<file path="src/rtl/sprite_pkg.sv">
// Shared widths, default geometry and the output pixel bundle for the sprite renderer.
package sprite_pkg;

    localparam int HC_W          = 11;
    localparam int VC_W          = 10;
    localparam int COLOR_W       = 12;
    localparam int H_ACTIVE_DFLT = 1024;
    localparam int V_ACTIVE_DFLT = 768;

    typedef struct packed {
        logic [COLOR_W-1:0] color;
        logic               hs;
        logic               vs;
        logic               blank;
    } pixel_t;

endpackage

</file>
<file path="src/rtl/sprite_renderer_delay_pipe.sv">
// Generic DEPTH-stage shift register, cleared by an asynchronous active-low reset.
module delay_pipe #(
    parameter int DEPTH = 1,
    parameter int W     = 1
) (
    input  logic         clk_in,
    input  logic         rst_in,
    input  logic [W-1:0] d_in,
    output logic [W-1:0] q_out
);

    logic [W-1:0] stage_q [DEPTH];

    always_ff @(posedge clk_in or negedge rst_in) begin
        if (!rst_in) begin
            for (int i = 0; i < DEPTH; i++) stage_q[i] <= '0;
        end else begin
            stage_q[0] <= d_in;
            for (int i = 1; i < DEPTH; i++) stage_q[i] <= stage_q[i-1];
        end
    end

    assign q_out = stage_q[DEPTH-1];

endmodule

</file>
<file path="src/rtl/sprite_renderer.sv">
// Maps raw VGA counts to sprite-ROM addresses, realigns sync/blank with the ROM data
// and drives the VGA pins; sprite moves are double-buffered to frame boundaries.
module sprite_renderer #(
    parameter int WIDTH       = 128,
    parameter int HEIGHT      = 128,
    parameter int H_ACTIVE    = sprite_pkg::H_ACTIVE_DFLT,
    parameter int V_ACTIVE    = sprite_pkg::V_ACTIVE_DFLT,
    parameter int MEM_LATENCY = 2,
    parameter int COLOR_W     = sprite_pkg::COLOR_W
) (
    input  logic                            clk_in,
    input  logic                            rst_in,
    input  logic [sprite_pkg::HC_W-1:0]     hcount_in,
    input  logic [sprite_pkg::VC_W-1:0]     vcount_in,
    input  logic                            hsync_in,
    input  logic                            vsync_in,
    input  logic                            blank_in,
    input  logic [sprite_pkg::HC_W-1:0]     pos_x_in,
    input  logic [sprite_pkg::VC_W-1:0]     pos_y_in,
    input  logic                            pos_valid_in,
    output logic                            pos_ready_out,
    output logic [$clog2(WIDTH*HEIGHT)-1:0] mem_addr_out,
    input  logic [COLOR_W-1:0]              mem_data_in,
    output logic [3:0]                      vga_r_out,
    output logic [3:0]                      vga_g_out,
    output logic [3:0]                      vga_b_out,
    output logic                            vga_hs_out,
    output logic                            vga_vs_out,
    output logic [15:0]                     frame_count_out
);
    import sprite_pkg::*;

    localparam int ADDR_W = $clog2(WIDTH*HEIGHT);
    localparam int XW     = $clog2(WIDTH);

    if (COLOR_W != 12 || H_ACTIVE > (1 << HC_W) || V_ACTIVE >= (1 << VC_W)) begin : g_bad_geometry
        $error("sprite_renderer: unsupported colour width or screen geometry");
    end

    logic [HC_W-1:0]   pos_x_q, pend_x_q;
    logic [VC_W-1:0]   pos_y_q, pend_y_q;
    logic              pend_valid_q;
    logic [15:0]       frame_q;
    logic [ADDR_W-1:0] addr_q, addr_d;
    logic signed [11:0] dx, dy;
    logic              in_sprite;
    logic              frame_edge, pos_fire;
    logic [3:0]        align_q;
    pixel_t            pix_q, pix_d;
    logic [COLOR_W-1:0] rgb;

    assign frame_edge = (vcount_in == VC_W'(V_ACTIVE)) && (hcount_in == '0);
    assign pos_fire   = pos_valid_in && !pend_valid_q;

    // 12-bit signed offsets cannot alias: both operands are at most 11 bits unsigned.
    always_comb begin
        dx        = $signed({1'b0, hcount_in}) - $signed({1'b0, pos_x_q});
        dy        = $signed({2'b0, vcount_in}) - $signed({2'b0, pos_y_q});
        in_sprite = (dx >= 0) && (int'(dx) < WIDTH) && (dy >= 0) && (int'(dy) < HEIGHT);
        addr_d    = in_sprite ? ADDR_W'((int'(dy) << XW) + int'(dx)) : '0;
    end

    always_ff @(posedge clk_in or negedge rst_in) begin
        if (!rst_in) begin
            pos_x_q      <= '0;
            pos_y_q      <= '0;
            pend_x_q     <= '0;
            pend_y_q     <= '0;
            pend_valid_q <= 1'b0;
            frame_q      <= '0;
            addr_q       <= '0;
        end else begin
            addr_q <= addr_d;
            if (frame_edge) frame_q <= frame_q + 16'd1;
            // A pending move is consumed at the boundary; otherwise the slot may be filled.
            if (frame_edge && pend_valid_q) begin
                pos_x_q      <= pend_x_q;
                pos_y_q      <= pend_y_q;
                pend_valid_q <= 1'b0;
            end else if (pos_fire) begin
                pend_x_q     <= pos_x_in;
                pend_y_q     <= pos_y_in;
                pend_valid_q <= 1'b1;
            end
        end
    end

    delay_pipe #(
        .DEPTH (MEM_LATENCY + 1),
        .W     (4)
    ) u_align (
        .clk_in (clk_in),
        .rst_in (rst_in),
        .d_in   ({in_sprite, hsync_in, vsync_in, blank_in}),
        .q_out  (align_q)
    );

    always_comb begin
        pix_d       = '0;
        pix_d.color = align_q[3] ? mem_data_in : '0;
        pix_d.hs    = align_q[2];
        pix_d.vs    = align_q[1];
        pix_d.blank = align_q[0];
    end

    always_ff @(posedge clk_in or negedge rst_in) begin
        if (!rst_in) pix_q <= '0;
        else         pix_q <= pix_d;
    end

    assign rgb             = pix_q.blank ? '0 : pix_q.color;
    assign vga_r_out       = rgb[11:8];
    assign vga_g_out       = rgb[7:4];
    assign vga_b_out       = rgb[3:0];
    assign vga_hs_out      = ~pix_q.hs;
    assign vga_vs_out      = ~pix_q.vs;
    assign mem_addr_out    = addr_q;
    assign pos_ready_out   = !pend_valid_q;
    assign frame_count_out = frame_q;

endmodule

</file>
<file path="config.mk">
export PLATFORM = sky130hd
export DESIGN_NAME = sprite_renderer
export DESIGN_NICKNAME = d
export VERILOG_FILES = /design/src/rtl/sprite_pkg.sv /design/src/rtl/sprite_renderer_delay_pipe.sv /design/src/rtl/sprite_renderer.sv
export SDC_FILE = /design/constraint.sdc
export NUM_CORES = 1
export LEC_CHECK = 0
export CAP_MARGIN = 20
export CORE_MARGIN = 2
export CORE_UTILIZATION = 46
export DETAILED_ROUTE_END_ITERATION = 6
export PLACE_DENSITY = 0.76
export SETUP_SLACK_MARGIN = 0.5
export SKIP_LAST_GASP = 1
export SLEW_MARGIN = 20
export SYNTH_ARGS = -nofsm -noshare
export SYNTH_HDL_FRONTEND = slang
export SYNTH_SLANG_ARGS = --single-unit
</file>
<file path="constraint.sdc">
create_clock -name clk_in -period 3.2 [get_ports clk_in]
set_clock_uncertainty 0.1 [all_clocks]
set_input_delay 0.48 -clock clk_in [delete_from_list [all_inputs] [get_ports clk_in]]
set_output_delay 0.48 -clock clk_in [all_outputs]
set_load 0.05 [all_outputs]
</file>
Yosys cells after proc, flatten, opt, wreduce, memory -nomap -nowiden
Cells that the tools add are included.
{ "word_totals": {"out_inout_bits": 45, "mem_bits_ro": 0, "n_memories": 0, "ramBits": 0, "wordCells": 41, "latchBits": 0, "regBits": 100} }
{ "op_classes": {"n_eq_ne": 1, "n_reduce_logical": 10, "shifts": 0, "n_mux": 5, "n_bitwise": 3, "n_div": 0, "order_cmp": 4, "n_mul": 0, "add_sub_neg": 4} }
{ "op_table": {"columns": ["operator", "count"], "rows": [
  ["2-to-1 mux 12 bit", 2],
  ["adder 16 x 1 -> 16 bit, second input constant", 1],
  ["adder 14 x 12 -> 14 bit", 1],
  ["2-to-1 mux 14 bit", 1],
  [">= comparator 12 x 1 -> 1 bit, second input constant", 1],
  ["< comparator 12 x 9 -> 1 bit, second input constant", 1],
  ["subtractor 11 x 11 -> 12 bit", 1],
  [">= comparator 11 x 1 -> 1 bit, second input constant", 1],
  ["logical NOT 11 bit", 1],
  ["< comparator 11 x 9 -> 1 bit, second input constant", 1],
  ["subtractor 10 x 10 -> 11 bit", 1],
  ["equality test 10 bit, second input constant", 1],
  ["logical AND 1 bit", 6],
  ["NOT 1 bit", 3],
  ["2-to-1 mux 1 bit", 2],
  ["AND reduction 2 bit", 1],
  ["nonzero test 2 bit", 1],
  ["logical NOT 1 bit", 1]
]} }

Longest topological paths before layout
Gate-level depths: netlist of run 1.
{ "depth": {"depth_word": 6, "depth_mapped": 15, "ltp_nobuf": 15} }

Hierarchy
A second synthesis of run 1 with hierarchy kept.
{ "hier_totals": {"cells_unflattened": 464, "area_unflattened_um2": 5064.9} }
{ "modules_own_cells": {"columns": ["module", "seq_area_each_um2", "cells_per_inst", "area_each_um2", "n_inst"], "rows": [
  ["sprite_renderer", 2202.1, 448, 4734.5, 1],
  ["delay_pipe", 300.3, 16, 330.3, 1]
]} }

Worst setup path after synthesis of run 1
Ideal clock, no wire load.
{ "synth_path": {"path_kind": "input to register", "startpoint": "input hcount_in[0] (netlist name)", "endpoint": "register addr_q[13], in the netlist mem_addr_out[13]", "required_time_ns": 2.999, "setup_ns": 0.101, "path_stages": 14, "path_slack_ns": 0.025, "path_buffers": 0, "arrival_time_ns": 2.974, "cell_sequence": "inv_1 > ha_1 > fa_1 > nor2b_4 > o31a_1 > o22ai_1 > xnor2_1 > fa_1 > a21o_1 > a21oi_1 > o21bai_1 > a21oi_1 > xnor2_1 > nor4_1"} }
{ "synth_via": {"elab_chain_cells": 6, "elab_cells_between_ends": 8} }
{ "synth_lines": {"columns": ["element", "line_no", "rtl"], "rows": [
  ["from (decl)", "sprite_renderer.sv:13", "input logic [sprite_pkg::HC_W-1:0] hcount_in,"],
  ["subtractor 11 x 11 -> 12 bit (*)", "sprite_renderer.sv:57", "dx = $signed({1'b0, hcount_in}) - $signed({1'b0, pos_x_q});"],
  [">= comparator 12 x 1 -> 1 bit or < comparator 12 x 9 -> 1 bit (tied branches)", "sprite_renderer.sv:59", "in_sprite = (dx >= 0) && (int'(dx) < WIDTH) && (dy >= 0) && (int'(dy) < HEIGHT);"],
  ["logical AND 1 bit (3 in series)", "sprite_renderer.sv:59", null],
  ["2-to-1 mux 14 bit (*)", "sprite_renderer.sv:60", "addr_d = in_sprite ? ADDR_W'((int'(dy) << XW) + int'(dx)) : '0;"],
  ["net addr_d[13]", "sprite_renderer.sv:44", "logic [ADDR_W-1:0] addr_q, addr_d;"],
  ["to (signal assigned)", "sprite_renderer.sv:73", "addr_q <= addr_d;"],
  ["to (decl)", "sprite_renderer.sv:44", null]
]} }
Mark *: on every way through the listed nets, which the timed path passes. The rest lies on a longest branch.
A chain may end at the register's enable or synchronous reset.

Worst setup path after layout of run 1
Ends and elaborated chain as after synthesis.

==> flow_metrics.env, run 1 <==
export IMPL_maxSlewHeadroom_pct=64.0
export IMPL_diodes=0
export IMPL_yosys_area_share_adder_pct=8.36
export IMPL_dp_hpwl_mm=7.79
export IMPL_drive_gt1_share_pct=26.6
export IMPL_whs_ns=0.0428
export IMPL_min_period_ns=3.13
export IMPL_post_route_util_pct=69.0
export IMPL_critPathLaunchType="primary input"
export IMPL_criticalPathCategory="in2reg"
export IMPL_gr_total_overflow=0
export IMPL_grt_usage_pct=19.0
export IMPL_synth_commonest_cells="dfrtp_1, inv_1, ha_1, mux2_2, xnor2_1"
export IMPL_worst_slew_pin_slew_ns=0.538
export IMPL_grt_pass1_vias=3634
export IMPL_drt_total_wl_mm=10.9
export IMPL_synth_flop_cell="dfrtp_1"
export IMPL_fp_dieW_um=107
export IMPL_gp_congestion=0.885
export IMPL_cp_arrival_ns=3.27
export IMPL_status="complete, no violations"
export IMPL_slowest_delay_ns=0.36
export IMPL_synth_simple_gate_area_share_pct=14.6
export IMPL_synth_edff_count=0
export IMPL_syn_nets=507
export IMPL_synth_compound_area_share_pct=6.45
export IMPL_maxCapViolCount=0
export IMPL_hold_viol=0
export IMPL_cp_max_fo=2
export IMPL_total_power_uw=2680
export IMPL_cp_end_kind="flop"
export IMPL_crit_start="hcount_in[0]"
export IMPL_yosysWarnings=0
export IMPL_synth_distinct_cells=47
export IMPL_initial_core_util_pct=47.6
export IMPL_rows=37
export IMPL_p_leak_uw=0.00320
export IMPL_drt_iter0_drc=111
export IMPL_slowest_stage="fa_2"
export IMPL_ys_seq_elements=100
export IMPL_fillers=747
export IMPL_syn_area_per_cell_um2=11.8
export IMPL_synthXorXnorAreaFrac_pct=5.53
export IMPL_ant_nets=0
export IMPL_yosys_top_cells_area="dfrtp_1, ha_1, mux2_2, mux2_1, xnor2_1"
export IMPL_path_cells="clkdlybuf4s15_2 -> inv_12 -> ha_4 -> fa_2 -> nor2b_4 -> o31a_1 -> o22ai_2 -> xnor2_2 -> buf_4 -> fa_2 -> a21o_1 -> a21oi_2 -> o21bai_1 -> a21oi_1 -> xnor2_1 -> nor4_1"
export IMPL_drtPass1Iterations=4
export IMPL_grt_pass1_wl_mm=17.2
export IMPL_pwr_share_seq_pct=49.3
export IMPL_viasPerCell=5.14
export IMPL_drc=0
export IMPL_p_clk_share_pct=31.4
export IMPL_rsz0062_at_grt="true"
export IMPL_required_ns=3.34
export IMPL_netlist_area_mm2=0.00491
export IMPL_clockBufferDepth=2
export IMPL_ctsHtreeMaxLevel=3
export IMPL_wl_per_cell_um=15.2
export IMPL_r2r_start="pos_x_q[0]"
export IMPL_dieArea_mm2=0.0115
export IMPL_io_pins=105
export IMPL_synth_top_cell_by_area="dfrtp_1"
export IMPL_finalCritPeriodShare_pct=97.8
export IMPL_final_seq_area_mm2=0.00250
export IMPL_final_nets=670
export IMPL_synth_top_family_by_area="simple AND/OR/NAND/NOR gates"
export IMPL_p_per_area_mw_per_mm2=376
export IMPL_cts_hold_buf=0
export IMPL_cts_root_buf="clkbuf_8"
export IMPL_synth_mux_area_share_pct=10.3
export IMPL_place_ws_ns=-0.584
export IMPL_clk_pin_slew_worst_paths_ns=0.10
export IMPL_irDropWorstVdd_mv=0.263
export IMPL_cp_top_family="adder cells"
export IMPL_critPathBufInv=3
export IMPL_clk_latency_ns=0.37
export IMPL_swShare_pct=25.8
export IMPL_yosysSeqAreaShare_pct=51.0
export IMPL_route_vias_total=3698
export IMPL_grt_start_max_net_pins=101
export IMPL_critPathMostFrequentCell="fa_2"
export IMPL_port_buffers=104
export IMPL_drv_slew=0
export IMPL_comb_power_share_pct=19.3
export IMPL_setup_ws_ns=0.0699
export IMPL_fp_dieH_um=107
export IMPL_hp_class="in2async"
export IMPL_p_sw_uw=691
export IMPL_yosys_cell_count_top_type="dfrtp_1"
export IMPL_design_core_area_mm2=0.0103
export IMPL_synthToLayoutAreaGrowth_pct=45.0
export IMPL_synth_top_area_share_pct=51.0
export IMPL_grt_antenna_before_repair=0
export IMPL_async_flop_share_pct=100
export IMPL_clkSinkCount=100
export IMPL_cts_buffers=9
export IMPL_finalSetupViolations=0
export IMPL_clock_fmax_mhz=319
export IMPL_tritoncts="yes"
export IMPL_multi_input_area_mm2=0.00254
export IMPL_synthesis_instances=416
export IMPL_internal_power_uw=1990
registers in the layout, indices dropped and copies added (netlist names):
name / count
frame_count_out: 16
pix_q: 15
mem_addr_out: 14
pend_x_q: 11
pos_x_q: 11
pend_y_q: 10
pos_y_q: 10
u_align.stage_q: 8
u_align.q_out: 4
pend_valid_q: 1
power by group through the flow:
| stage | Clock, uW | Sequential [uW] | Combinational [uW] |
|---|---|---|---|
| global placement | 0 | 1340 | 412 |
| floorplan | 0 | 1340 | 227 |
| finish | 843 | 1320 | 517 |
| CTS | 856 | 1320 | 458 |
| detailed placement | 0 | 1350 | 422 |
| global route | 914 | 1330 | 561 |
kinds of logic after synthesis:
group	after synthesis
buffers and inverters	45
muxes	45
adders and majority gates	31
xor gates and xnor gates	31
AOI/OAI and AO/OA	49
DFF	100
and+or+nand+nor	115
metrics by stage:
step                cells  TNS, ns  instance area, um^2
floorplan             416        0                 5020
global placement      682    -5.15                 6440
detailed placement    682    -6.17                 6440
CTS                   708        0                 6840
global route          719  -0.0806                 7120
finish                719        0                 7120
worst reg2reg max path, delay by kind of cell (launching register included):
kind / cells / cell delay [ns]
AOI/OAI and AO/OA: 6 / 0.84
adders and majority gates: 3 / 0.88
buffers and inverters: 1 / 0.15
DFF: 1 / 0.42
and+or+nand+nor: 2 / 0.37
xor gates and xnor gates: 2 / 0.26
worst paths after layout:
check,to,slack (ns),depth (start not counted)
min in group clk_in,pix_q[1],0.25,0
setup reg to reg,mem_addr_out[13],0.07,14
setup / recovery,mem_addr_out[13],0.07,16
max in group asynchronous,pos_y_q[8],2.56,2
hold reg to reg,pix_q[1],0.25,0
hold / removal,pix_q[6],0.04,2
final cells by class:
cell class              count  area share (%)
clock buffers              11            2.13
clock inverters             4           0.773
inverters                  34            1.97
multi-input cells         272            35.6
flip-flops and latches    100            35.1
well taps                 136            2.39
repair buffers            162            22.0
routing by layer:
| metal | up-vias | GRT usage [%] | wire [um] |
|---|---|---|---|
| met5 | - | 0 | 0 |
| met3 | 17 | 3.33 | 534 |
| li1 | 1771 | - | - |
| met2 | 126 | 31.7 | 5300 |
| met4 | 0 | 6.03 | 177 |
| met1 | 1784 | 25.1 | 4920 |
placed cells by master (no fill, tap or decap), types with 7 or more instances in the layout:
cell type        Yosys  layout
xor2_1              10       9
clkdlybuf4s50_1      0      93
and2_1              13      13
clkbuf_8             0      11
xnor2_1             21      18
o21ai_0             10       7
ha_4                 0       9
dfrtp_1            100     100
buf_4                1      48
nand2_1             14      13
nor2b_1             19      17
inv_1               34      33
a21oi_1             11       9
ha_1                28      17
buf_6                2       7
nor2_1              18      18
mux2_2              24      24
nand3_1             11      11
mux2_1              19      19
timing repair:
action,CTS,global route
cloned,1,1
setup endpoints to repair,15,15
pin swaps,21,10
setup buffers,10,10
gates resized for setup,28,31
No activity file was read; power rests on OpenSTA's default activity.
==> run 2: changes to the inputs <==
- CTS_CLUSTER_DIAMETER: unset -> 120
==> results of run 2 <==
Final layout, timing and power as in run 1 (identical DEF).
